**config.mk**
```make
export PLATFORM = sky130hd
export DESIGN_NAME = counter_updown_mod_flat
export DESIGN_NICKNAME = d
export VERILOG_FILES = /design/src/rtl/counter_updown_mod_if.sv /design/src/rtl/counter_updown_mod.sv /design/src/flat_wrapper.sv
export SDC_FILE = /design/constraint.sdc
export NUM_CORES = 1
export LEC_CHECK = 0
export BUFFER_PORTS_ARGS = -buffer_cell sky130_fd_sc_hd__buf_2
export CORE_MARGIN = 8
export CORE_UTILIZATION = 30
export DETAILED_ROUTE_END_ITERATION = 7
export GPL_TIMING_DRIVEN = 1
export PLACE_DENSITY = 0.5
export SYNTH_ARGS = -nofsm -noshare
export SYNTH_HDL_FRONTEND = slang
export SYNTH_SLANG_ARGS = --single-unit
```
**constraint.sdc**
```tcl
create_clock -name clk -period 2 [get_ports clk]
set_clock_uncertainty 0.15 [all_clocks]
set_input_delay 0.2 -clock clk [delete_from_list [all_inputs] [get_ports clk]]
set_output_delay 0.2 -clock clk [all_outputs]
set_load 0.005 [all_outputs]
```
**src/rtl/counter_updown_mod_if.sv**
```systemverilog
// Control and status bundle for counter_updown_mod.
// The master drives the controls and observes the count; the slave is the counter.
interface counter_updown_mod_if #(
  parameter int unsigned WIDTH = 8
);
  logic             count_en;
  logic             up_dn;
  logic             load;
  logic [WIDTH-1:0] load_val;
  logic [WIDTH-1:0] mod_max;
  logic             sat_mode;
  logic             clr_ovf;
  logic [WIDTH-1:0] o_count;
  logic             o_tc;
  logic             o_ovf;
  logic             o_at_max;
  logic             o_at_zero;

  modport master (
    output count_en, up_dn, load, load_val, mod_max, sat_mode, clr_ovf,
    input  o_count, o_tc, o_ovf, o_at_max, o_at_zero
  );

  modport slave (
    input  count_en, up_dn, load, load_val, mod_max, sat_mode, clr_ovf,
    output o_count, o_tc, o_ovf, o_at_max, o_at_zero
  );
endinterface

```
**src/rtl/counter_updown_mod.sv**
```systemverilog
// Up/down counter with parallel load, programmable modulus (0..mod_max),
// wrap or saturate boundary handling, terminal-event pulse and sticky overflow.
module counter_updown_mod #(
  parameter int unsigned WIDTH     = 8,
  parameter int unsigned RESET_VAL = 0
) (
  input  logic                 clk,
  input  logic                 resetn,
  counter_updown_mod_if.slave  bus
);

  logic [WIDTH-1:0] r_count;
  logic             r_tc;
  logic             r_ovf;

  logic [WIDTH-1:0] w_next_count;
  logic             w_event;
  logic             w_next_ovf;

  // Next count and boundary event; load beats count_en, otherwise hold.
  always_comb begin
    w_next_count = r_count;
    w_event      = 1'b0;
    if (bus.load) begin
      w_next_count = bus.load_val;
    end else if (bus.count_en) begin
      if (bus.up_dn) begin
        if (r_count >= bus.mod_max) begin
          w_event      = 1'b1;
          w_next_count = bus.sat_mode ? bus.mod_max : '0;
        end else begin
          w_next_count = r_count + WIDTH'(1);
        end
      end else begin
        // An out-of-range value is pulled back to mod_max without an event.
        if (r_count > bus.mod_max) begin
          w_next_count = bus.mod_max;
        end else if (r_count == '0) begin
          w_event      = 1'b1;
          w_next_count = bus.sat_mode ? '0 : bus.mod_max;
        end else begin
          w_next_count = r_count - WIDTH'(1);
        end
      end
    end
  end

  // A new event wins over a simultaneous clear.
  assign w_next_ovf = w_event | (r_ovf & ~bus.clr_ovf);

  always_ff @(posedge clk) begin
    if (!resetn) begin
      r_count <= WIDTH'(RESET_VAL);
      r_tc    <= 1'b0;
      r_ovf   <= 1'b0;
    end else begin
      r_count <= w_next_count;
      r_tc    <= w_event;
      r_ovf   <= w_next_ovf;
    end
  end

  assign bus.o_count   = r_count;
  assign bus.o_tc      = r_tc;
  assign bus.o_ovf     = r_ovf;
  assign bus.o_at_max  = (r_count >= bus.mod_max);
  assign bus.o_at_zero = (r_count == '0);

endmodule

```
**src/flat_wrapper.sv**
```systemverilog
// flat-port wrapper written by rule: the top's interface ports become plain ports
module counter_updown_mod_flat 
#(
  parameter int unsigned WIDTH     = 8,
  parameter int unsigned RESET_VAL = 0
)
  (clk, resetn, bus_count_en, bus_up_dn, bus_load, bus_load_val, bus_mod_max, bus_sat_mode, bus_clr_ovf, bus_o_count, bus_o_tc, bus_o_ovf, bus_o_at_max, bus_o_at_zero);
  counter_updown_mod_if #(.WIDTH(WIDTH)) bus_i ();
  input  logic clk;
  input  logic resetn;
  input wire logic [$bits(bus_i.count_en)-1:0] bus_count_en;
  input wire logic [$bits(bus_i.up_dn)-1:0] bus_up_dn;
  input wire logic [$bits(bus_i.load)-1:0] bus_load;
  input wire logic [$bits(bus_i.load_val)-1:0] bus_load_val;
  input wire logic [$bits(bus_i.mod_max)-1:0] bus_mod_max;
  input wire logic [$bits(bus_i.sat_mode)-1:0] bus_sat_mode;
  input wire logic [$bits(bus_i.clr_ovf)-1:0] bus_clr_ovf;
  output wire logic [$bits(bus_i.o_count)-1:0] bus_o_count;
  output wire logic [$bits(bus_i.o_tc)-1:0] bus_o_tc;
  output wire logic [$bits(bus_i.o_ovf)-1:0] bus_o_ovf;
  output wire logic [$bits(bus_i.o_at_max)-1:0] bus_o_at_max;
  output wire logic [$bits(bus_i.o_at_zero)-1:0] bus_o_at_zero;
  assign bus_i.count_en = bus_count_en;
  assign bus_i.up_dn = bus_up_dn;
  assign bus_i.load = bus_load;
  assign bus_i.load_val = bus_load_val;
  assign bus_i.mod_max = bus_mod_max;
  assign bus_i.sat_mode = bus_sat_mode;
  assign bus_i.clr_ovf = bus_clr_ovf;
  assign bus_o_count = bus_i.o_count;
  assign bus_o_tc = bus_i.o_tc;
  assign bus_o_ovf = bus_i.o_ovf;
  assign bus_o_at_max = bus_i.o_at_max;
  assign bus_o_at_zero = bus_i.o_at_zero;
  counter_updown_mod #(.WIDTH(WIDTH), .RESET_VAL(RESET_VAL)) u_core (.clk(clk), .resetn(resetn), .bus(bus_i));
endmodule
```
Yosys cells after proc, flatten, opt, wreduce, memory -nomap -nowiden. Cells that the tools add are included.

$add $sub $neg: 2. $lt $le $gt $ge: 2. Mux-type cells: 14. Bitwise operators: 3. Reduce and logical (&&, ||, !) cells: 2.

Operators by type and width (number): 2-to-1 mux 8 bit (8); adder 8 x 1 -> 8 bit (second input constant) (1); >= comparator 8 bit (1); > comparator 8 bit (1); logical NOT 8 bit (1); subtractor 8 x 1 -> 8 bit (second input constant) (1); 2-to-1 mux 1 bit (6); nonzero test 2 bit (1); AND 1 bit (1); inverter 1 bit (1); bitwise OR 1 bit (1).

Bits in registers: 10. Input bits: 23. Output and inout bits: 12. Logic and storage cells: 26.

Depth between registers and ports, before layout.
Word-level depth: 7. Gate-level depth with buffers: 10. Mapped depth without buffers: 9.

Worst setup path before layout. OpenSTA, ideal clock, no wires.

Path kind: flip-flop to flip-flop. Start: register u_core.r_count[0] (netlist: u_core.bus.o_count[0]). End: register u_core.r_count[2] (netlist: u_core.bus.o_count[2]). Library setup time: 0.116 ns. Data arrival time: 1.989 ns. Required time: 1.734 ns. Setup slack: -0.255 ns. Cell stages (with the launch flop): 9. Buffers on the path: 0. Clock period less this slack: 2.255 ns. Path through: dfxtp_1 > inv_1 > ha_1 > nand4_1 > nor2_2 > a211oi_2 > nor2_1 > a32o_1 > o211a_1.

Longest elaborated chain between the ends: 6. Elaborated cells between the ends (all ways): 11. Classes of those cells: 2 x add/sub; 2 x order compare; 6 x mux; 1 x reduce/logical.

Ends and longest elaborated chain: from (decl) (RTL line counter_updown_mod.sv:12) `logic [WIDTH-1:0] r_count;`; from (signal assigned) (RTL line counter_updown_mod.sv:53) `r_count <= WIDTH'(RESET_VAL);`; from (signal assigned) (RTL line counter_updown_mod.sv:57) `r_count <= w_next_count;`; subtractor 8 x 1 -> 8 bit or logical NOT 8 bit (tied branches) (RTL line counter_updown_mod.sv:42, counter_updown_mod.sv:38); 2-to-1 mux 8 bit (RTL line counter_updown_mod.sv:38) `end else if (r_count == '0) begin`; 2-to-1 mux 8 bit (RTL line counter_updown_mod.sv:36) `if (r_count > bus.mod_max) begin`; 2-to-1 mux 8 bit (*) (RTL line counter_updown_mod.sv:27) `if (bus.up_dn) begin`; 2-to-1 mux 8 bit (*) (RTL line counter_updown_mod.sv:26) `end else if (bus.count_en) begin`; 2-to-1 mux 8 bit (*) (RTL line counter_updown_mod.sv:24) `if (bus.load) begin`.

Every way passes the cells marked *; elsewhere a longest branch is shown, timed or not. The select of a mux whose other input is x is not followed. A chain may end at the register's enable or synchronous reset.

Worst setup path in the final report. Ends and elaborated chain as after synthesis.

==> out/summary.md <==
The final worst setup slack came out at -154 ps. For this design the ratio of total power to cell area is 566 nW/um^2. In this design, the largest share of critical-path delay is due to simple AND/OR/NAND/NOR gates. In the layout the commonest cells are sky130_fd_sc_hd__buf_4 (38), sky130_fd_sc_hd__nand2_1 (34), sky130_fd_sc_hd__buf_2 (33), sky130_fd_sc_hd__a21oi_1 (12), sky130_fd_sc_hd__xor2_1 (10). Synthesis produced 183 cells. The max-slew violation total from the final report came out at 0. Yosys printed 0 warnings. Multiplexer share of the synthesized area: 3.04%.

The logs give 11 for the final setup violation count and 72 for the number of DRC markers after the initial detailed-route iteration. In this run the most critical hold path is launched from bus_clr_ovf. The reported leakage power is 1.03 nW. The I/O pin count was 35; the number of fill cells was 451.

The number of buffers and inverters on the critical path came out at 1. The dominant combinational cell family by area after synthesis is simple AND/OR/NAND/NOR gates. After Yosys synthesis, and, or, nand and nor cells account for 29.2% of the synthesized area. The tools report the buffer cell driving the clock tree root as sky130_fd_sc_hd__clkbuf_8. The transition time at the pin with the least slew margin is 438 ps, and the global-route wire length before repair is 7.51 mm. After clock tree synthesis, the clock-pin slew on the worst setup and hold paths is 50 ps. The tools report the critical path required time as 1980 ps. The count of input and output buffers is 34. The run gives 287 as the number of nets at the end of the flow. The logs give 1 for the H-tree depth and 3.69 mm for the half-perimeter wire length of the detailed placement result. The number of synthesized flops with an enable pin was 0. The count of vias placed by the detailed router was 1,604.

Of all nets on the critical path, the largest fanout is 6. The worst register-to-register path begins at u_core.bus.o_count[0]. The final reports fail on setup timing. The critical path is of the register to register type. The total track usage was 14.2%; the worst path arrival time was 2140 ps.

The die span in y is 82.3 um. TritonCTS created 3 clock buffers. The die covers 6770 um^2. The clock latency at the later pin of the worst-skew pair came out at 240 ps. The synthesized netlist devotes 10.4% of its cell area to adder and majority cells. For the achievable frequency, the log shows 464 MHz. For the worst flop-to-flop path, the logic depth is 8. The number of global-route vias before repair is 1,558, and the number of nets with antenna violations after routing is 0. The tool flagged a number of max-cap violations equal to 0.

Entering global routing, the biggest net connects 21 pins. The floorplan step defined a core boundary enclosing 4290 um^2. For the number of iterations in the first detailed-routing pass, the log shows 4.

The post-synthesis to final-layout area growth is 60.1%, and the post-placement setup slack is -166 ps. Summing internal, switching and leakage power gives 0.00120 W. The fraction of synthesis flops using an asynchronous set or reset pin was 0%; the fraction of post-synthesis cell area in the top cell type by area was 15.2%. Wires add up to 4.72 mm. The total standard cell area after synthesis was 1320 um^2.

On the critical path, the stage with the largest delay is an instance of sky130_fd_sc_hd__or3_4. After synthesis, the netlist uses 43 different library cells. For this run, design rule violations remaining after detail routing come to 0. The final critical-path share of the clock period is 108%, and the weighted congestion reported at the end of routability-driven placement is 0.833. Across all register-to-register paths, the minimum setup slack is -150 ps. TritonCTS built the clock tree. The run gives 0 as the number of antenna violations at the first check in global routing. The die is 82.3 um wide.

Setup repair after global routing could not meet its margin everywhere. The library cell used most frequently in the layout, excluding fill and tap cells, is sky130_fd_sc_hd__buf_4. Summing the sequential cell areas from Yosys gives 15.2% of the chip area.

The maximum buffer depth of the clock tree is 2. The min-delay analysis places its worst path in the category input port to register. The hold-critical path depth is 3. Ranked by total cell area, the synthesized netlist is headed by sky130_fd_sc_hd__dfxtp_1 (15%), sky130_fd_sc_hd__ha_1 (10%), sky130_fd_sc_hd__nand2_1 (9.7%). In the final layout, the share of cells above drive strength 1 is 46.4%.

STA classifies the critical path startpoint as a register. The wire length per cell is 15.5 um. The worst register-to-register path ends at u_core.bus.o_count[2]. Walking the worst path, the cells encountered are inv_4 -> ha_4 -> nand4_1 -> nor2_4 -> a211oi_4 -> or3_4 -> a32o_1 -> o211a_1.

When the netlist entered floorplanning its net count stood at 217. The worst slew margin relative to its limit is 70.8%. Remaining global-route overflow: 0. 0 antenna diodes ended up in the layout.

The initial utilization of the core area, before any placement, comes to 30.7%. Setup total negative slack on the finished layout was measured at -978 ps. The cell accounting for the most synthesized area is sky130_fd_sc_hd__dfxtp_1. Predominant post-synthesis flop cell: sky130_fd_sc_hd__dfxtp_1. IR analysis of the VDD net gives a maximum drop of 0.423 mV. After floorplanning, the core was divided into 24 placement rows.

Counting I/O delays and the setup requirement, the final critical path takes 2150 ps. The path with the worst hold slack has its endpoint at u_core.bus.o_ovf. The synthesized-area fraction occupied by xor and xnor cells works out to 7.97%. The synthesis-stage register bit count was 10. Clock tree synthesis found a total of 10 sinks. The number of vias per cell is 5.28, and the synthesized-area fraction occupied by ao, oa, aoi and oai cells is 26.9%. The run finished, with violations left. The number of hold violations in the final report came out at 0.

The largest stage delay on the critical path came out at 400 ps. The element type at the critical path end was a register. The average footprint of a synthesized cell is 7.21 um^2.
[routing by layer]
metal	up-vias	routed length (um)	GRT usage (%)
met1	759	2110	17.2
met3	4	268	3.46
li1	800	-	-
met4	0	35	2.81
met5	-	0	0
met2	41	2310	24.9
[power by group]
part / total [W] / switching, W / internal (W)
Combinational: 0.000723 / 0.000352 / 0.000371
Sequential: 0.000239 / 0.0000197 / 0.000220
Clock: 0.000234 / 0.0000929 / 0.000141
[worst max-delay path by stage]
stage,start,endpoint,slack [ps],cells past startpoint
4_1_cts,u_core.bus.o_count[0],u_core.bus.o_count[2],-140,8
6_report,u_core.bus.o_count[0],u_core.bus.o_count[2],-150,8
2_1_floorplan,u_core.bus.o_count[0],u_core.bus.o_count[2],-120,8
5_1_grt,u_core.bus.o_count[0],u_core.bus.o_count[2],-240,8
3_5_place_dp,bus_mod_max[2],u_core.bus.o_count[2],-170,9
3_3_place_gp,bus_mod_max[5],u_core.bus.o_count[2],-150,9
[kinds of logic (layout without fill, tap and decap cells)]
| kind of cell | count (synthesis) | after routing |
|---|---|---|
| buffers and inverters | 23 | 92 |
| xor gates and xnor gates | 12 | 12 |
| adders and majority gates | 11 | 11 |
| and+or+nand+nor | 75 | 75 |
| DFF | 10 | 10 |
| muxes | 4 | 4 |
| AOI/OAI and AO/OA | 48 | 48 |
[cells in the mapped netlist (5+ instances only)]
cell	n
sky130_fd_sc_hd__nor2_1	6
sky130_fd_sc_hd__nand2_1	34
sky130_fd_sc_hd__xor2_1	10
sky130_fd_sc_hd__a21oi_1	13
sky130_fd_sc_hd__o311ai_0	5
sky130_fd_sc_hd__o31ai_1	7
sky130_fd_sc_hd__nand2b_1	5
sky130_fd_sc_hd__nand3_1	6
sky130_fd_sc_hd__clkbuf_1	6
sky130_fd_sc_hd__o21ai_0	5
sky130_fd_sc_hd__ha_1	11
sky130_fd_sc_hd__o211a_1	5
sky130_fd_sc_hd__inv_1	12
sky130_fd_sc_hd__dfxtp_1	10
[state kept, by name, summed over array words and instances (netlist names)]
register,cells
u_core.bus.o_count,8
u_core.bus.o_ovf,1
u_core.bus.o_tc,1
[cell type report]
cell class / instances / area (um^2) / share of cell area (%)
inverters: 12 / 57.6 / 2.73
multi-input cells: 150 / 1210 / 57.3
well taps: 52 / 65.1 / 3.08
repair buffers: 76 / 519 / 24.6
flip-flops and latches: 10 / 215 / 10.2
clock buffers: 4 / 45.0 / 2.13
[what timing repair did]
| action | 4_1_cts | 5_1_grt |
|---|---|---|
| gates resized for setup | 11 | 23 |
| endpoints found under the hold margin | 0 | 0 |
| setup endpoints to repair | 11 | 12 |
| pin swaps | 4 | 6 |
| setup buffers | 3 | 5 |
| hold buffers | 0 | 0 |
[worst reg2reg max path, delay by kind of cell, from the launching register on]
| kind | cells | cell delay [ps] |
|---|---|---|
| adders and majority gates | 1 | 250 |
| buffers and inverters | 1 | 40 |
| DFF | 1 | 350 |
| AOI/OAI and AO/OA | 3 | 480 |
| and+or+nand+nor | 3 | 760 |
[stage by stage]
stage	instance area [um^2]	utilization, %	hold WS (ps)	std cells
after floorplan	1400	-	239	183
final	2110	49.2	74.7	304
after global routing	2110	49.2	83.4	304
after global placement	1850	43.2	331	292
after CTS	1970	46.0	91.9	299
after detailed placement	1850	43.2	325	292
Power figures use the tool's default switching activity.
